[src/rtl/axis_sync_fifo_pkt.sv]
// -----------------------------------------------------------------------------
// axis_sync_fifo_pkt
//
// Single-clock AXI-Stream FIFO with first-word fall-through output and an
// optional store-and-forward packet mode.
//
// In word mode the output is valid whenever any word is stored. In packet
// mode a word is only offered once the packet it belongs to is complete
// (its tlast word is stored). A packet larger than the FIFO would never
// complete, so when the FIFO fills with no complete packet inside it,
// a release flag opens the output and the oversize packet cuts through
// until its tlast word leaves (or the FIFO runs dry).
//
// Ports
//   clk            : single clock, rising edge
//   rst_n          : asynchronous active-low reset
//   s_axis_tvalid  : upstream word valid
//   s_axis_tready  : FIFO can accept a word (low during and just after reset)
//   s_axis_tdata   : upstream data, P_DATA_WIDTH bits
//   s_axis_tlast   : last word of a packet
//   m_axis_tvalid  : output word valid
//   m_axis_tready  : downstream accepts the word
//   m_axis_tdata   : output data (fall-through from storage)
//   m_axis_tlast   : tlast stored with the output word
//   fill_level     : number of stored words
//   almost_full    : fill_level >= P_AFULL_THR
//   almost_empty   : fill_level <= P_AEMPTY_THR
//   pkt_count      : number of complete packets stored
// -----------------------------------------------------------------------------
module axis_sync_fifo_pkt #(
  parameter int P_DATA_WIDTH  = 16,
  parameter int P_FIFO_DEPTH  = 16,
  parameter int P_PACKET_MODE = 0,
  parameter int P_AFULL_THR   = P_FIFO_DEPTH - 2,
  parameter int P_AEMPTY_THR  = 2
) (
  input  logic                            clk,
  input  logic                            rst_n,

  input  logic                            s_axis_tvalid,
  output logic                            s_axis_tready,
  input  logic [P_DATA_WIDTH-1:0]         s_axis_tdata,
  input  logic                            s_axis_tlast,

  output logic                            m_axis_tvalid,
  input  logic                            m_axis_tready,
  output logic [P_DATA_WIDTH-1:0]         m_axis_tdata,
  output logic                            m_axis_tlast,

  output logic [$clog2(P_FIFO_DEPTH):0]   fill_level,
  output logic                            almost_full,
  output logic                            almost_empty,
  output logic [$clog2(P_FIFO_DEPTH):0]   pkt_count
);

  localparam int AW = $clog2(P_FIFO_DEPTH);  // pointer width
  localparam int CW = AW + 1;                // counter width (holds DEPTH)
  localparam int EW = P_DATA_WIDTH + 1;      // stored entry: {tlast, tdata}

  localparam logic [CW-1:0] C_DEPTH  = CW'(P_FIFO_DEPTH);
  localparam logic [CW-1:0] C_AFULL  = CW'(P_AFULL_THR);
  localparam logic [CW-1:0] C_AEMPTY = CW'(P_AEMPTY_THR);
  localparam logic [CW-1:0] C_ONE    = CW'(1);

  // ---------------------------------------------------------------------------
  // State
  // ---------------------------------------------------------------------------
  logic [EW-1:0] r_mem [P_FIFO_DEPTH];
  logic [AW-1:0] r_wr_ptr;
  logic [AW-1:0] r_rd_ptr;
  logic [CW-1:0] r_fill_level;
  logic [CW-1:0] r_pkt_count;
  logic          r_release;
  // Holds tready low through reset and releases it on the first edge after
  // rst_n rises, so upstream never sees the FIFO ready while it is clearing.
  logic          r_ready_en;

  // ---------------------------------------------------------------------------
  // Handshake decode
  // ---------------------------------------------------------------------------
  logic          w_full;
  logic          w_empty;
  logic          w_push;
  logic          w_pop;
  logic          w_push_last;
  logic          w_pop_last;
  logic [EW-1:0] w_rd_word;

  assign w_full  = (r_fill_level == C_DEPTH);
  assign w_empty = (r_fill_level == '0);

  // tready comes only from registers, so it never depends on s_axis_tvalid.
  assign s_axis_tready = r_ready_en && !w_full;

  generate
    if (P_PACKET_MODE != 0) begin : g_pkt_valid
      assign m_axis_tvalid = !w_empty && ((r_pkt_count != '0) || r_release);
    end else begin : g_word_valid
      assign m_axis_tvalid = !w_empty;
    end
  endgenerate

  assign w_push      = s_axis_tvalid && s_axis_tready;
  assign w_pop       = m_axis_tvalid && m_axis_tready;
  assign w_push_last = w_push && s_axis_tlast;
  assign w_pop_last  = w_pop && m_axis_tlast;

  // Fall-through read: the head entry is always on the output. While stalled
  // neither r_rd_ptr nor the head entry can change (writes only target free
  // slots), so data/tlast stay stable as the stream protocol requires.
  assign w_rd_word    = r_mem[r_rd_ptr];
  assign m_axis_tdata = w_rd_word[P_DATA_WIDTH-1:0];
  assign m_axis_tlast = w_rd_word[P_DATA_WIDTH];

  // ---------------------------------------------------------------------------
  // Next-state logic
  // ---------------------------------------------------------------------------
  logic [CW-1:0] w_fill_nxt;
  logic [CW-1:0] w_pkt_nxt;
  logic          w_release_nxt;

  // NOTE: every output of a combinational block gets a default on entry;
  // a path that leaves one unassigned would infer a latch.
  always_comb begin
    w_fill_nxt = r_fill_level;
    unique case ({w_push, w_pop})
      2'b10:   w_fill_nxt = r_fill_level + C_ONE;
      2'b01:   w_fill_nxt = r_fill_level - C_ONE;
      default: w_fill_nxt = r_fill_level;
    endcase

    w_pkt_nxt = r_pkt_count;
    unique case ({w_push_last, w_pop_last})
      2'b10:   w_pkt_nxt = r_pkt_count + C_ONE;
      2'b01:   w_pkt_nxt = r_pkt_count - C_ONE;
      default: w_pkt_nxt = r_pkt_count;
    endcase

    // Release opens the output for a packet that cannot fit: FIFO full and
    // not one complete packet inside. It closes once that packet's tlast
    // leaves, or when the FIFO drains mid-packet (the remainder then waits
    // for its tlast like any other packet).
    w_release_nxt = r_release;
    if (w_pop_last || (w_fill_nxt == '0)) begin
      w_release_nxt = 1'b0;
    end else if (w_full && (r_pkt_count == '0)) begin
      w_release_nxt = 1'b1;
    end
  end

  // ---------------------------------------------------------------------------
  // Control registers
  // ---------------------------------------------------------------------------
  // NOTE: sequential state is updated with non-blocking assignments so every
  // register samples the pre-edge values of the others.
  always_ff @(posedge clk or negedge rst_n) begin
    if (!rst_n) begin
      r_wr_ptr     <= '0;
      r_rd_ptr     <= '0;
      r_fill_level <= '0;
      r_pkt_count  <= '0;
      r_release    <= 1'b0;
      r_ready_en   <= 1'b0;
    end else begin
      r_ready_en   <= 1'b1;
      r_fill_level <= w_fill_nxt;
      r_pkt_count  <= w_pkt_nxt;
      r_release    <= w_release_nxt;
      // Depth is a power of two, so the natural roll-over of an AW-bit
      // pointer is the wrap from DEPTH-1 back to 0.
      if (w_push) begin
        r_wr_ptr <= r_wr_ptr + AW'(1);
      end
      if (w_pop) begin
        r_rd_ptr <= r_rd_ptr + AW'(1);
      end
    end
  end

  // ---------------------------------------------------------------------------
  // Storage
  // ---------------------------------------------------------------------------
  // NOTE: the memory has no reset; clearing the pointers and fill level is
  // what discards old words, and stale contents are never presented as valid.
  always_ff @(posedge clk) begin
    if (w_push) begin
      r_mem[r_wr_ptr] <= {s_axis_tlast, s_axis_tdata};
    end
  end

  // ---------------------------------------------------------------------------
  // Status outputs (decoded from registers only, so glitch-free per cycle)
  // ---------------------------------------------------------------------------
  assign fill_level   = r_fill_level;
  assign pkt_count    = r_pkt_count;
  assign almost_full  = (r_fill_level >= C_AFULL);
  assign almost_empty = (r_fill_level <= C_AEMPTY);

endmodule

[config.mk]
export PLATFORM = sky130hd
export DESIGN_NAME = axis_sync_fifo_pkt
export DESIGN_NICKNAME = d
export VERILOG_FILES = /design/src/rtl/axis_sync_fifo_pkt.sv
export SDC_FILE = /design/constraint.sdc
export NUM_CORES = 1
export LEC_CHECK = 0
export ABC_CLOCK_PERIOD_IN_PS = 3100
export CELL_PAD_IN_SITES_DETAIL_PLACEMENT = 1
export CELL_PAD_IN_SITES_GLOBAL_PLACEMENT = 2
export CORE_ASPECT_RATIO = 0.6
export CORE_MARGIN = 4
export CORE_UTILIZATION = 43
export DETAILED_ROUTE_END_ITERATION = 7
export GPL_TIMING_DRIVEN = 1
export PLACE_DENSITY_LB_ADDON = 0.08
export SKIP_LAST_GASP = 1
export SYNTH_ARGS = -nofsm -noshare
export SYNTH_HDL_FRONTEND = slang
export SYNTH_SLANG_ARGS = --single-unit
[constraint.sdc]
create_clock -name clk -period 3.1 [get_ports clk]
set_clock_uncertainty 0.2 [all_clocks]
set_input_delay 0.31 -clock clk [delete_from_list [all_inputs] [get_ports clk]]
set_output_delay 0.31 -clock clk [all_outputs]
set_load 0.05 [all_outputs]
Yosys cells after proc, flatten, opt, wreduce, memory -nomap -nowiden --
Memory sizes are Yosys's and may differ from the RTL's. Cells that the tools add are included.
Storage, ports and cells: latch bits 0, output and inout port bits 31, memories 1, memory bits (read-only) 0, RAM bits 272, register bits 19, word-level logic and storage cells 33, input bits 21
Memory list:
- r_mem | depth 16, width 17, read ports 1, clocked after memory_dff 0, write ports 1, line 68 | logic [EW-1:0] r_mem [P_FIFO_DEPTH];
Operators by class: muxes and demuxes 4, add/subtract/negate cells 6, bitwise gates (word level) 0, reduce and logical (&&, ||, !) cells 10, div/mod/pow operators 0, eq/ne operators 5, shifts and indexed selects 0, $mul 0, magnitude comparators 2
Operators by type and width (count):
- $pmux W5 S2 | 2
- $add A5 B1 Y5 const B | 2
- $sub A5 B1 Y5 const B | 2
- $add A4 B1 Y4 const B | 2
- $eq A5 B5 Y1 const B | 1
- $ge A5 B4 Y1 const B | 1
- $le A5 B2 Y1 const B | 1
- $logic_and A1 B1 Y1 | 5
- $logic_not A5 Y1 | 1
- $eq A2 B1 Y1 const B | 2
- $eq A2 B2 Y1 const B | 2
- $reduce_bool A2 Y1 | 2
- $logic_not A1 Y1 | 2
- $mux W1 | 2

Depth between registers and ports, before layout --
depth after elaboration 7, depth in mapped cells 12, mapped depth without buffers 11

Worst setup path before layout --
OpenSTA, ideal clock, no wires.
kind register -> register, from register r_fill_level[4], in the netlist fill_level[4], to register r_fill_level[4], in the netlist fill_level[4], path slack -230 ps, clock period less this slack 3330 ps, arrival 2975 ps, setup time 154 ps, buffers on the path 1, required time 2746 ps, cell stages (with the launch flop) 12, path through dfrtp_1 > clkbuf_2 > nor3_1 > nand2_1 > nand2_1 > inv_1 > ha_1 > ha_1 > nor2b_1 > o21a_1 > o311ai_0 > o311ai_0
Between the ends: elaborated cells between the ends (all ways) 13, those cells by class add/sub (2); eq/ne (3); mux (1); reduce/logical (7)
RTL lines:
- start, declared | line 71 | logic [CW-1:0] r_fill_level;
- start signal, assigned | line 166 | r_fill_level <= w_fill_nxt;
- $logic_not A5 Y1 * | line 90 | assign w_empty = (r_fill_level == '0);
- $logic_not A1 Y1 * | line 99 | assign m_axis_tvalid = !w_empty;
- via m_axis_tvalid | line 45 | output logic m_axis_tvalid,
- $logic_and A1 B1 Y1 * | line 104 | assign w_pop = m_axis_tvalid && m_axis_tready;
- via w_pop | line 84 | logic w_pop;
- $eq A2 B1 Y1 / $eq A2 B2 Y1 (equally long branches) | line 126 | unique case ({w_push, w_pop})
- $pmux W5 S2 / $reduce_bool A2 Y1 (equally long branches)
The timed path passes the listed nets; every way through them passes the cells marked *. A chain may end at the register's enable or synchronous reset.

Final worst setup path --
from register r_rd_ptr[1], to register r_pkt_count[4], in the netlist pkt_count[4]
Between the ends: cells in the longest elaborated chain, start to end 4, elaborated cells between the ends (all ways) 6, those cells by class eq/ne (2); mux (1); reduce/logical (2); memory (1)
RTL lines:
- start, declared | line 70 | logic [AW-1:0] r_rd_ptr;
- start signal, assigned | line 175 | r_rd_ptr <= r_rd_ptr + AW'(1);
- $mem_v2 Z16 W17 *
- $logic_and A1 B1 Y1 * | line 106 | assign w_pop_last = w_pop && m_axis_tlast;
- $eq A2 B1 Y1 / $eq A2 B2 Y1 (equally long branches) | line 133 | unique case ({w_push_last, w_pop_last})
- $pmux W5 S2 / $reduce_bool A2 Y1 (equally long branches)
- end signal, assigned | line 167 | r_pkt_count <= w_pkt_nxt;
- end, declared | line 72 | logic [CW-1:0] r_pkt_count;
Every way passes the cells marked *; elsewhere a longest branch is shown, timed or not.

==> summary.md <==
| Metric | Value |
|---|---|
| Outcome | `complete, no violations` |
| Fillers | `2332` |
| Crit-path slowest cell | `mux4_2` |
| Post-layout min period | `2989 ps` |
| Chip height | `135.0 µm` |
| Synth Net Count | `598` |
| Initial antenna violation count | `0` |
| Crit start category | `register` |
| Pleak | `4.567 nW` |
| Worst-path cell chain | `buf_4, mux4_2, a211oi_2, a211oi_1, ha_2, fa_1, a21oi_2, o21ai_0, o311ai_1` |
| Max Cap Violations | `0` |
| Data arrival, critical path | `3220 ps` |
| Post-Layout Cell Count | `1045` |
| Row count | `46` |
| Largest cells by area after synthesis | `edfxtp_1, mux4_2, dfrtp_1` |
| Core Util, Final | `52.14%` |
| Die Area | `29650 µm²` |
| Sequential fraction of the synthesis area | `74.78%` |
| Hold_ws | `57.74 ps` |
| Post-DP HPWL | `16.36 mm` |
| Worst setup margin | `111.0 ps` |
| Crit end category | `register` |
| Sum Neg Setup Slack | `0 ps` |
| Clock latency on the worst-skew pair | `530 ps` |
| Crit path buf inv count | `1` |
| RSZ-0062 raised after global routing | `yes` |
| Wire length per cell | `26.29 µm` |
| Initial DRC count | `486` |
| Layout overhead on the synthesized area | `19.17%` |
| Ant diodes | `0` |
| DRC | `0` |
| Syn_area_per_cell | `20.57 µm²` |
| Slew at the pin closest to its max-slew limit | `834.5 ps` |
| Largest delay share family, worst path | `compound AO/OA/AOI/OAI gates` |
| Top-Level Pins | `52` |
| Netlist Area Pre-Place | `11560 µm²` |
| Pin count of the biggest net entering global routing | `65` |
| RePlAce Congestion | `0.7134` |
| Yosys top cell by area | `edfxtp_1` |
| Synth Flop Type | `edfxtp_1` |
| Hold buffers post-CTS | `0` |
| WS Path Type | `register to register` |
| Share of the synthesized area in the top cell type | `70.66%` |
| Number of enable flip-flop cells after synthesis | `272` |
| First-pass GRT wire length | `40.12 mm` |
| Final setup fails | `0` |
| CORE AREA | `26420 µm²` |
| Fin nets | `704` |
| Required @ worst endpoint | `3330 ps` |
| Inst Count DP | `995` |
| Die Width | `219.7 µm` |
| Worst slack, placed | `-42.10 ps` |
| Syn Inst Count | `562` |
| Most numerous cell in the Yosys netlist | `edfxtp_1` |
| Via-to-Cell Ratio | `5.518` |
| Total Power | `13.46 mW` |
| Port bufs | `51` |
| Worst-path clk slew | `70 ps` |
| CP max FO | `4` |
| Vias | `5766` |
| Yosys cell types | `45` |
| CTS tree | `built` |
| PD cells | `977.1 nW/µm²` |
| Area of placed instances | `12890 µm²` |
| Clk sink count | `291` |
| Number of global-route vias before repair | `6034` |
| Finished Cell Area | `13770 µm²` |
| CTS max path bufs | `3` |
| Final ANT Viol Nets | `0` |
| Final WL | `27.48 mm` |
| Root buf cell | `clkbuf_16` |
| Fin. max-slew vios | `0` |
| Slew Limit Headroom | `44.19%` |
| Total track usage | `18.67%` |
| Peak supply drop | `856.7 µV` |
| Number of CTS-inserted buffers | `27` |
| Synth warn | `0` |
| H-tree depth | `1` |
| Hold Vio Cnt, Final | `0` |
| DR pass1 iterations | `5` |
| Flops & latches, synth | `291` |
| Tcrit/Tclk final | `96.42%` |
| FMAX | `334.6 MHz` |
| Share of async-settable or async-resettable flops after synthesis | `6.529%` |
| Grt ovf | `0` |
| Initial core utilization | `43.75%` |
| Top post-synthesis cells by count | `edfxtp_1, mux4_2, nand2_1` |
| Hold crit path type | `input port to asynchronous set/reset pin` |
| Slowest stage delay, CP | `510 ps` |
| Layout cells sized above 1 | `29.93%` |
## logic make-up (layout without fill, tap and decap cells)
family,after synthesis,count (layout),share of synthesized area (%)
other,1,1,0.03244
muxes,71,71,13.69
buffers and inverters,42,165,2.067
and+or+nand+nor,71,71,2.814
adders and majority gates,15,15,1.754
DFF,291,291,74.78
AOI/OAI and AO/OA,59,59,3.951
xor gates and xnor gates,12,12,0.9094
## report_power, final
| group | switching, mW | leakage (nW) | internal, mW |
|---|---|---|---|
| Sequential | 0.290 | 2.68 | 4.61 |
| Combinational | 3.22 | 1.51 | 2.32 |
| Clock | 1.36 | 0.379 | 1.66 |
## metal layers
metal	GRT usage (%)	wire [µm]	up-vias	part of all wire [%]
met5	0	0	-	0
met4	2.544	264	0	0.96
met3	3.935	1530	19	5.6
met2	27.61	12310	145	45
met1	29.61	13370	3085	49
li1	-	-	2517	-
## timing repair
| action | CTS | global route |
|---|---|---|
| endpoints found under the setup margin | 17 | 16 |
| hold endpoints to repair | 0 | 0 |
| pin swaps | 0 | 2 |
| gates cloned | 0 | 1 |
| buffers inserted | 0 | 3 |
| resized for setup | 5 | 8 |
## registers in the layout, summed over array words and instances, names as in the netlist
| signal | cells |
|---|---|
| r_rd_ptr | 4 |
| r_ready_en | 1 |
| r_mem | 272 |
| r_wr_ptr | 4 |
| pkt_count | 5 |
| fill_level | 5 |
## cell usage in the layout (no fill, tap or decap), types with 4 or more instances in the layout
cell | synthesis | routed
clkbuf_1 | 8 | 4
o21ai_0 | 9 | 9
nand2_1 | 33 | 32
edfxtp_1 | 272 | 272
buf_12 | 2 | 11
clkdlybuf4s50_1 | 0 | 34
clkbuf_16 | 0 | 28
clkinv_1 | 0 | 10
xnor2_1 | 9 | 9
mux4_1 | 5 | 5
a22oi_1 | 27 | 27
buf_4 | 4 | 59
a22oi_2 | 5 | 5
dfrtp_1 | 19 | 17
inv_1 | 12 | 12
nor3_4 | 0 | 4
ha_1 | 13 | 12
mux4_2 | 63 | 63
nor2_2 | 0 | 13
## area by class of cell
class / count / area, µm² / share of cell area [%]
flip-flops and latches: 291 / 8648 / 62.78
multi-input cells: 229 / 2785 / 20.22
repair buffers: 107 / 1061 / 7.703
clock buffers: 31 / 690.7 / 5.014
well taps: 360 / 450.4 / 3.270
clock inverters: 15 / 93.84 / 0.6813
inverters: 12 / 45.04 / 0.3270
## path summary, 6_finish.rpt
check	startpoint	slack, ps	cells past startpoint	to
max in group asynchronous	rst_n	2030	2	fill_level[4]$_DFFE_PN0P_
min reg2reg	pkt_count[3]$_DFFE_PN0P_	340	2	pkt_count[3]$_DFFE_PN0P_
min	rst_n	60	1	fill_level[2]$_DFFE_PN0P_
max reg2reg	r_rd_ptr[1]$_DFFE_PN0P_	110	9	pkt_count[4]$_DFFE_PN0P_
min in group clk	pkt_count[3]$_DFFE_PN0P_	340	2	pkt_count[3]$_DFFE_PN0P_
max	r_rd_ptr[1]$_DFFE_PN0P_	110	9	pkt_count[4]$_DFFE_PN0P_
No activity file was read; power rests on OpenSTA's default activity.
